`src/rtl/light_transition_guard_pkg.sv`:
```
// -----------------------------------------------------------------------------
// light_transition_guard_pkg
//   Shared definitions for the lamp transition guard:
//     - lane code constants (RED / YELLOW / GREEN / reserved)
//     - lane geometry (4 lanes x 2 bits)
//     - FSM state encoding
//     - lane_map(): extract one lane from a pattern, folding the reserved
//       code onto RED so nothing downstream ever sees it.
// -----------------------------------------------------------------------------
package light_transition_guard_pkg;

  localparam int NUM_LANES = 4;
  localparam int LANE_W    = 2;
  localparam int PAT_W     = NUM_LANES * LANE_W;

  localparam logic [LANE_W-1:0] LANE_RED    = 2'd0;
  localparam logic [LANE_W-1:0] LANE_YELLOW = 2'd1;
  localparam logic [LANE_W-1:0] LANE_GREEN  = 2'd2;
  localparam logic [LANE_W-1:0] LANE_RSVD   = 2'd3;

  typedef enum logic [1:0] {
    ST_HOLD   = 2'd0,
    ST_YELLOW = 2'd1,
    ST_ALLRED = 2'd2
  } state_e;

  // Pull lane 'lane' out of 'pat'; the reserved code reads back as RED.
  function automatic logic [LANE_W-1:0] lane_map(input logic [PAT_W-1:0] pat,
                                                 input int lane);
    logic [LANE_W-1:0] code;
    code = pat[lane*LANE_W +: LANE_W];
    return (code == LANE_RSVD) ? LANE_RED : code;
  endfunction

endpackage

```
`src/rtl/light_transition_guard_phase_timer.sv`:
```
// -----------------------------------------------------------------------------
// phase_timer
//   Loadable down-counter with a zero flag. Counts down by one every clock
//   unless loaded; saturates at zero (never wraps).
// Ports:
//   clk        - clock
//   rst        - asynchronous active-high reset, counter returns to RST_VAL
//   load_i     - load load_val_i this clock (takes priority over counting)
//   load_val_i - value to load
//   zero_o     - counter currently holds zero
// -----------------------------------------------------------------------------
module phase_timer #(
  parameter int            W       = 4,
  parameter logic [W-1:0]  RST_VAL = '0
) (
  input  logic         clk,
  input  logic         rst,
  input  logic         load_i,
  input  logic [W-1:0] load_val_i,
  output logic         zero_o
);

  logic [W-1:0] count_q;
  logic [W-1:0] count_d;

  always_comb begin
    count_d = count_q;
    if (load_i) begin
      count_d = load_val_i;
    end else if (count_q != '0) begin
      count_d = count_q - 1'b1;
    end
  end

  always_ff @(posedge clk or posedge rst) begin
    if (rst) begin
      count_q <= RST_VAL;
    end else begin
      count_q <= count_d;
    end
  end

  assign zero_o = (count_q == '0);

endmodule

```
`src/rtl/light_transition_guard.sv`:
```
// -----------------------------------------------------------------------------
// light_transition_guard
//   Registered safety stage in front of the lamp drivers. Forwards the
//   requested 4-lane pattern, but any lane leaving GREEN is walked through a
//   YELLOW phase and an all-RED clearance before the new pattern lands.
//   Accepted patterns are held for a minimum time unless emgOverride is set.
// Parameters:
//   YELLOW_CYCLES   - yellow phase length in clocks (>=1)
//   ALLRED_CYCLES   - all-red clearance length in clocks (>=1)
//   MIN_HOLD_CYCLES - minimum clocks between accepted patterns (>=1)
// Ports:
//   clk         - clock
//   rst         - asynchronous active-high reset (forces all-red, restarts
//                 clearance)
//   reqLights   - requested pattern, lane i at [2i+1:2i]
//   emgOverride - skip whatever remains of the minimum hold time
//   lampOut     - registered lamp pattern (reserved code never driven)
//   busy        - registered, high whenever not in HOLD
// -----------------------------------------------------------------------------
module light_transition_guard
  import light_transition_guard_pkg::*;
#(
  parameter int YELLOW_CYCLES   = 4,
  parameter int ALLRED_CYCLES   = 2,
  parameter int MIN_HOLD_CYCLES = 8
) (
  input  logic             clk,
  input  logic             rst,
  input  logic [PAT_W-1:0] reqLights,
  input  logic             emgOverride,
  output logic [PAT_W-1:0] lampOut,
  output logic             busy
);

  localparam int MAX_YA = (YELLOW_CYCLES > ALLRED_CYCLES) ? YELLOW_CYCLES : ALLRED_CYCLES;
  localparam int MAX_P  = (MAX_YA > MIN_HOLD_CYCLES) ? MAX_YA : MIN_HOLD_CYCLES;
  localparam int CNT_W  = (MAX_P < 1) ? 1 : $clog2(MAX_P + 1);

  localparam logic [CNT_W-1:0] YELLOW_LOAD = CNT_W'(YELLOW_CYCLES - 1);
  localparam logic [CNT_W-1:0] ALLRED_LOAD = CNT_W'(ALLRED_CYCLES - 1);
  localparam logic [CNT_W-1:0] HOLD_LOAD   = CNT_W'(MIN_HOLD_CYCLES - 1);

  state_e           state_q, state_d;
  logic [PAT_W-1:0] lamp_q, lamp_d;
  logic             busy_q, busy_d;

  logic             phase_load, phase_zero;
  logic [CNT_W-1:0] phase_val;
  logic             hold_load, hold_zero;

  // Request with reserved codes folded to RED, plus the yellow pattern that
  // would result if a change were accepted now.
  logic [PAT_W-1:0]     req_mapped;
  logic [PAT_W-1:0]     yellow_pat;
  logic [NUM_LANES-1:0] drop_lane;

  generate
    for (genvar gi = 0; gi < NUM_LANES; gi++) begin : g_lane
      logic [LANE_W-1:0] cur_code;
      logic [LANE_W-1:0] req_code;

      assign cur_code = lamp_q[gi*LANE_W +: LANE_W];
      assign req_code = lane_map(reqLights, gi);

      assign req_mapped[gi*LANE_W +: LANE_W] = req_code;
      // A lane "drops" only when it is leaving GREEN; other transitions are safe.
      assign drop_lane[gi] = (cur_code == LANE_GREEN) && (req_code != LANE_GREEN);
      assign yellow_pat[gi*LANE_W +: LANE_W] = drop_lane[gi] ? LANE_YELLOW : cur_code;
    end
  endgenerate

  always_comb begin
    state_d    = state_q;
    lamp_d     = lamp_q;
    phase_load = 1'b0;
    phase_val  = YELLOW_LOAD;
    hold_load  = 1'b0;

    case (state_q)
      ST_HOLD: begin
        if ((hold_zero || emgOverride) && (req_mapped != lamp_q)) begin
          if (|drop_lane) begin
            lamp_d     = yellow_pat;
            phase_load = 1'b1;
            phase_val  = YELLOW_LOAD;
            state_d    = ST_YELLOW;
          end else begin
            lamp_d    = req_mapped;
            hold_load = 1'b1;
            state_d   = ST_HOLD;
          end
        end
      end

      ST_YELLOW: begin
        // emgOverride deliberately has no effect here.
        if (phase_zero) begin
          lamp_d     = '0;
          phase_load = 1'b1;
          phase_val  = ALLRED_LOAD;
          state_d    = ST_ALLRED;
        end
      end

      ST_ALLRED: begin
        lamp_d = '0;
        // Whatever is requested on the final clearance edge wins; earlier
        // request changes were never looked at.
        if (phase_zero) begin
          lamp_d    = req_mapped;
          hold_load = 1'b1;
          state_d   = ST_HOLD;
        end
      end

      default: begin
        lamp_d     = '0;
        phase_load = 1'b1;
        phase_val  = ALLRED_LOAD;
        state_d    = ST_ALLRED;
      end
    endcase

    busy_d = (state_d != ST_HOLD);
  end

  always_ff @(posedge clk or posedge rst) begin
    if (rst) begin
      state_q <= ST_ALLRED;
      lamp_q  <= '0;
      busy_q  <= 1'b1;
    end else begin
      state_q <= state_d;
      lamp_q  <= lamp_d;
      busy_q  <= busy_d;
    end
  end

  // Yellow / all-red duration. Reset value starts the power-up clearance.
  phase_timer #(
    .W       (CNT_W),
    .RST_VAL (ALLRED_LOAD)
  ) u_phase_timer (
    .clk        (clk),
    .rst        (rst),
    .load_i     (phase_load),
    .load_val_i (phase_val),
    .zero_o     (phase_zero)
  );

  // Minimum hold between accepted patterns; reset to zero so the first
  // post-clearance request is not delayed further.
  phase_timer #(
    .W       (CNT_W),
    .RST_VAL ('0)
  ) u_hold_timer (
    .clk        (clk),
    .rst        (rst),
    .load_i     (hold_load),
    .load_val_i (HOLD_LOAD),
    .zero_o     (hold_zero)
  );

  assign lampOut = lamp_q;
  assign busy    = busy_q;

endmodule

```
`config.mk`:
```
export PLATFORM = sky130hd
export DESIGN_NAME = light_transition_guard
export DESIGN_NICKNAME = d
export VERILOG_FILES = /design/src/rtl/light_transition_guard_pkg.sv /design/src/rtl/light_transition_guard_phase_timer.sv /design/src/rtl/light_transition_guard.sv
export SDC_FILE = /design/constraint.sdc
export NUM_CORES = 1
export LEC_CHECK = 0
export CORE_ASPECT_RATIO = 0.6
export CORE_MARGIN = 4
export CORE_UTILIZATION = 58
export DETAILED_ROUTE_END_ITERATION = 10
export GPL_ROUTABILITY_DRIVEN = 0
export MAX_ROUTING_LAYER = met4
export PLACE_DENSITY_LB_ADDON = 0.2
export SLEW_MARGIN = 20
export SYNTH_ARGS = -nofsm -noshare
export SYNTH_HDL_FRONTEND = slang
export SYNTH_SLANG_ARGS = --single-unit
```
`constraint.sdc`:
```
create_clock -name clk -period 3.1 [get_ports clk]
set_input_delay 0.465 -clock clk [delete_from_list [all_inputs] [get_ports clk]]
set_output_delay 0.465 -clock clk [all_outputs]
set_load 0.02 [all_outputs]
```
After elaboration in Yosys (flattened, before gate mapping):

Index checks and enable logic that the tools add are counted.

* output and inout port bits: 9
* bits in registers: 19
* memories kept: 0
* memory bits (writable): 0
* input bits: 11
* bits in read-only memories: 0
* logic and storage cells: 82
* latch bits: 0

* mux-type cells: 31
* reductions and logical operators: 20
* eq/ne operators: 21
* div/mod/pow operators: 0
* shift-type cells: 0
* add/sub/neg operators: 2
* bitwise operators: 0
* $mul: 0
* magnitude comparators: 0

Operator list (count)
* 8-bit two-way mux: 4
* 2-bit two-way mux: 12
* 8-bit one-hot mux with 3 select lines: 1
* 2-bit == test (second input constant): 9
* 4-bit two-way mux: 4
* 2-bit != test (second input constant): 6
* 3-bit != test (second input constant): 4
* 3-bit AND reduction: 4
* 4-bit zero test: 2
* 8-bit != test: 1
* 4-bit nonzero test: 2
* 4-bit by 1-bit subtractor with 4-bit output (second input constant): 2
* 1-bit two-way mux: 6
* 2-bit one-hot mux with 3 select lines: 1
* 2-bit nonzero test: 3
* 1-bit logical AND: 5
* 2-bit one-hot mux with 2 select lines: 1
* 4-bit OR reduction: 1
* 1-bit one-hot mux with 3 select lines: 1
* 2-bit by 1-bit == test with 1-bit output (second input constant): 1
* 2-bit zero test: 1
* 1-bit one-hot mux with 2 select lines: 1
* 2-bit OR reduction: 1
* 1-bit logical OR: 1

Longest topological paths before layout:

* depth after elaboration: 9
* depth in mapped cells: 7
* gate-level depth less buffers: 7

By module:

From an unflattened synthesis, not the netlist that was laid out.

* cell total of the unflattened synthesis: 154
* area, all modules: 1423.9 µm²

By module, submodules not included
* light_transition_guard: times used 1, area an instance 949.7 µm², cells each 108, seq. area each 277.8 µm²
* phase_timer (u_phase_timer): times used 1, area an instance 237.7 µm², cells each 23, seq. area each 101.3 µm²
* phase_timer (u_hold_timer): times used 1, area an instance 236.5 µm², cells each 23, seq. area each 100.1 µm²

Least setup slack after synthesis:

OpenSTA, ideal clock, no wires.

* path type: flip-flop to flip-flop
* start point: register u_hold_timer.count_q[0]
* end point: register u_hold_timer.count_q[3]
* arrival: 1.669 ns
* stages on the path, launching flop included: 7
* slack: 1.312 ns
* cell sequence: dfrtp_1 > inv_1 > ha_1 > nor3b_2 > o22ai_2 > o31a_1 > o21a_1

* longest elaborated chain between the ends: 6
* elaborated cells on any way between the ends: 10

RTL lines
* from (decl): line light_transition_guard_phase_timer.sv:23 `logic [W-1:0] count_q;`
* from (signal assigned): line light_transition_guard_phase_timer.sv:39 `count_q <= count_d;`
* 4-bit zero test: line light_transition_guard_phase_timer.sv:43 `assign zero_o = (count_q == '0);`
* 1-bit logical OR: line light_transition_guard.sv:81 `if ((hold_zero || emgOverride) && (req_mapped != lamp_q)) begin`
* 1-bit logical AND: line light_transition_guard.sv:81
* 1-bit two-way mux: line light_transition_guard.sv:81
* 1-bit one-hot mux with 2 select lines: line light_transition_guard.sv:79 `case (state_q)`
* 4-bit two-way mux / 2-bit nonzero test (equally long branches)

Several ways; a longest one is shown, not always the timed one. The select of a mux whose other input is x is not followed.
A chain may end at the register's enable or synchronous reset.

Final worst setup path:

* start point: input port reqLights[5]
* end point: register lamp_q[0] (netlist: lampOut[0])

* longest elaborated chain between the ends: 8
* elaborated cells on any way between the ends: 13

RTL lines
* from (decl): line light_transition_guard.sv:29 `input logic [PAT_W-1:0] reqLights,`
* 2-bit == test: line light_transition_guard_pkg.sv:32 `return (code == LANE_RSVD) ? LANE_RED : code;`
* 2-bit two-way mux *: line light_transition_guard_pkg.sv:32
* 2-bit != test: line light_transition_guard.sv:67 `assign drop_lane[gi] = (cur_code == LANE_GREEN) && (req_code != LANE_GREEN);`
* 1-bit logical AND: line light_transition_guard.sv:67
* 4-bit OR reduction: line light_transition_guard.sv:82 `if (|drop_lane) begin`
* 8-bit two-way mux: line light_transition_guard.sv:82
* 8-bit two-way mux: line light_transition_guard.sv:81
* 8-bit one-hot mux with 3 select lines: line light_transition_guard.sv:79
* to (signal assigned): line light_transition_guard.sv:134 `lamp_q <= lamp_d;`
* to (decl): line light_transition_guard.sv:44 `logic [PAT_W-1:0] lamp_q, lamp_d;`

Every way passes the cells marked *; elsewhere a longest branch is shown, timed or not. The select of a mux whose other input is x is not followed.

==> summary.md <==
| Metric | Value |
|---|---|
| Placed instance count | 195 |
| Mapped Cells | 150 |
| I/O Buffers | 19 |
| Starting Density | 0.622 |
| RSZ-0062 raised after global routing | no |
| H-tree depth | 1 |
| Worst Tran Pin Value | between 700 and 800 ps |
| Status | complete, no violations |
| Clock Latency Late Sink | 260 ps |
| Number of buffers added for setup after CTS | 0 |
| Routed WL per cell | 17.4 um |
| Reg2reg path depth | 6 |
| Hold buffer count at CTS | 0 |
| Minimum clock period | between 2000 and 2500 ps |
| Reg2reg setup slack | 940 ps |
| Prevailing post-synth register cell | dfrtp_1 |
| Worst Skew | about 2.6 ps |
| Setup violators final | 0 |
| DRT Wirelength | around 3.5 mm |
| Distinct cells, synth | 45 |
| Setup ws final | 863 ps |
| Layout Utilization | 0.735 |
| Non-Filler Instances | roughly 200 |
| GRT Max-Usage Layer | met2 |
| FFs w/ async S/R, synth | 1.00 |
| Max FO, Critical Path | 9 |
| CTS tree | yes |
| CP startpoint kind | input pin |
| Yosys warning total | 0 |
| #FFs+latches synth | 19 |
| Slew Viols, Final | 0 |
| Die area | about 0.0032 sq mm |
| Detailed-placement wirelength estimate | 2.58 mm |
| Global-route wire length before repair | between 5 and 6 mm |
| Synth-to-Final Area Change | 18.2% |
| Worst setup path class | in2reg |
| Clock power share | 0.104 |
| LEAKAGE | between 0.6 and 0.7 nW |
| Num ports | 20 |
| Met1 usage in global routing | 0.315 |
| Worst setup path startpoint | reqLights[5] |
| Crit path capture | lampOut[0] |
| Max Cap Viol | 0 |
| Vias in the first global route | between 1,000 and 1,500 |
| Int Pwr | 0.911 mW |
| Cell Area, Synth | around 0.0014 sq mm |
| Switch Pwr | a little under 0.8 mW |
| PD cells | between 1000 and 1500 mW/mm^2 |
| Pin count of the biggest net entering global routing | 20 |
| Fillers | roughly 170 |
| Pre-CTS WS | about 650 ps |
| Post-synth EDFFs | 0 |
| Reg-to-Reg End | lampOut[2] |
| Final nets | roughly 180 |
| Reg2Reg Launch Point | u_hold_timer.count_q[0] |
| First DRT Iteration DRCs | 122 |
| CP Capture Type | flop |
| Switching portion of total power | 0.464 |
| Tcrit/Tclk final | 0.722 |
| Setup TNS | 0 ps |
| Avg Cell Area, Syn | 9.18 sq um |
| Synthesized Nets | between 150 and 200 |
| Hold Vio Cnt, Final | 0 |
| GRT Residual Overflow | 0 |
| Worst rel slew slack | 0.507 |
| Seq/Total Area, Yosys | 0.348 |
| Root Buffer | clkbuf_8 |
| DRC | 0 |
| Die height | between 40 and 50 um |
| GRT met3 Usage | 0.0485 |
| # rows | 13 |
| Combinational Power Share | 0.573 |
| Vias post-DR | approximately 1,300 |
| CTS resizes | 0 |
| Number of CTS-inserted buffers | 3 |
| Clk buf depth | 2 |
| Arrival @ worst endpoint | 2370 ps |
| Worst Hold Class | reg2reg |
| Initial DRT Pass Iterations | 4 |
| Post-DR vias/cell | 6.30 |
| Global Route Usage Sum | 0.240 |
| Die X | between 70 and 80 um |
| Peak supply drop | slightly above 0.0005 V |
| CP required | between 3000 and 4000 ps |
| Routing usage on met2 | 0.378 |
| Reg clk slew, reported paths | around 70 ps |
| Initial antenna violation count | 0 |
| Ant diodes | 0 |
| Post-route ant nets | 0 |
| Layout cells sized above 1 | 0.130 |
| Sequential share of power | 0.322 |
| Fmax | 447 MHz |
| Core area | between 0.002 and 0.0025 sq mm |
| Clk sinks | 19 |
==> synth_stat cells (3+ instances only) <==
library cell | n | share of area
dfrtp_1 | 16 | 0.29
nand2_1 | 16 | 0.044
o21ai_0 | 11 | 0.040
inv_1 | 10 | 0.027
nor2_1 | 9 | 0.025
o211ai_1 | 9 | 0.049
nand2b_1 | 6 | 0.027
a21oi_1 | 5 | 0.018
a211oi_1 | 4 | 0.022
a211oi_2 | 4 | 0.036
nand3_1 | 4 | 0.015
xor2_1 | 4 | 0.025
a211o_1 | 3 | 0.019
dfstp_2 | 3 | 0.057
ha_1 | 3 | 0.027
nor3_1 | 3 | 0.011
nor3b_1 | 3 | 0.016
xnor2_1 | 3 | 0.019
==> how the worst min path moves through the flow <==
stage                            startpoint                       to  cells after the start
floorplan                               rst               lampOut[0]                      1
global placement    u_hold_timer.count_q[1]  u_hold_timer.count_q[1]                      2
detailed placement  u_hold_timer.count_q[1]  u_hold_timer.count_q[1]                      2
CTS                 u_hold_timer.count_q[1]  u_hold_timer.count_q[1]                      2
global route        u_hold_timer.count_q[1]  u_hold_timer.count_q[1]                      2
finish              u_hold_timer.count_q[1]  u_hold_timer.count_q[1]                      2
==> registers in the layout, indices dropped and copies added, names as in the netlist <==
name	flops
u_phase_timer.count_q	4
lampOut	8
u_hold_timer.count_q	4
busy	1
state_q	2
==> worst max-delay path: stages <==
cell and delay (ps):
clkdlybuf4s50_1 470, nor2b_4 190, xnor2_1 150, nand4_1 180
o221a_1 430, a211oi_1 420, a211oi_2 60
==> area by class of cell <==
| cell class | instances | area (sq um) | area share |
|---|---|---|---|
| inverter | 10 | 37.5 | 0.0231 |
| timing repair buffer | 19 | 190 | 0.117 |
| sequential | 19 | 479 | 0.295 |
| tap | 30 | 37.5 | 0.0231 |
| multi-input combinational | 117 | 837 | 0.515 |
| clock buffer | 4 | 45.0 | 0.0277 |
==> power groups by stage <==
stage / clock [mW] / sequential, mW / combinational (mW)
6_report: 0.177 / 0.548 / 0.975
5_1_grt: 0.196 / 0.567 / 1.06
4_1_cts: 0.181 / 0.545 / 0.970
3_5_place_dp: 0 / 0.548 / 0.958
3_3_place_gp: 0 / 0.539 / 0.928
2_1_floorplan: 0 / 0.561 / 0.661
==> kinds of logic (layout without fill, tap and decap cells) <==
family                   Yosys count  after routing  synth area share
adder cells (fa/ha/maj)            3              3            0.0273
XOR/XNOR                           7              7            0.0445
AO/OA/AOI/OAI                     54             54             0.315
AND/OR/NAND/NOR                   53             53             0.221
buffers and inverters             14             33            0.0436
flip-flops                        19             19             0.348
==> metal layers <==
| metal | vias up | wire length (um) | share of wire |
|---|---|---|---|
| met5 | - | 0 | 0 |
| met4 | 0 | 70 | 0.020 |
| met3 | 8 | 323 | 0.093 |
| met2 | 60 | 1630 | 0.47 |
| met1 | 591 | 1440 | 0.42 |
| li1 | 595 | - | - |
==> metrics by stage <==
stage,total power [mW],cell area [sq um],hold WS [ps]
after CTS,1.70,1630,524
after global placement,1.47,1580,470
after global routing,1.82,1630,555
after detailed placement,1.51,1580,508
final,1.70,1630,525
after floorplan,1.22,1380,414
==> cell usage in the layout (no fill, tap or decap), types with 2 or more instances in the layout <==
cell type / count
clkdlybuf4s50_1: 19
nand2_1: 16
dfrtp_1: 16
o21ai_0: 11
inv_1: 10
nor2_1: 9
o211ai_1: 9
nand2b_1: 6
a21oi_1: 5
xor2_1: 4
nand3_1: 4
a211oi_1: 4
a211oi_2: 4
xnor2_1: 3
nor3b_1: 3
nor3_1: 3
a211o_1: 3
ha_1: 3
dfstp_2: 3
clkbuf_8: 3
nor2b_4: 2
o22ai_2: 2
nand4_1: 2
nor2b_1: 2
o21a_1: 2
o221ai_2: 2
Note: power is estimated with default switching activity, not from simulation.
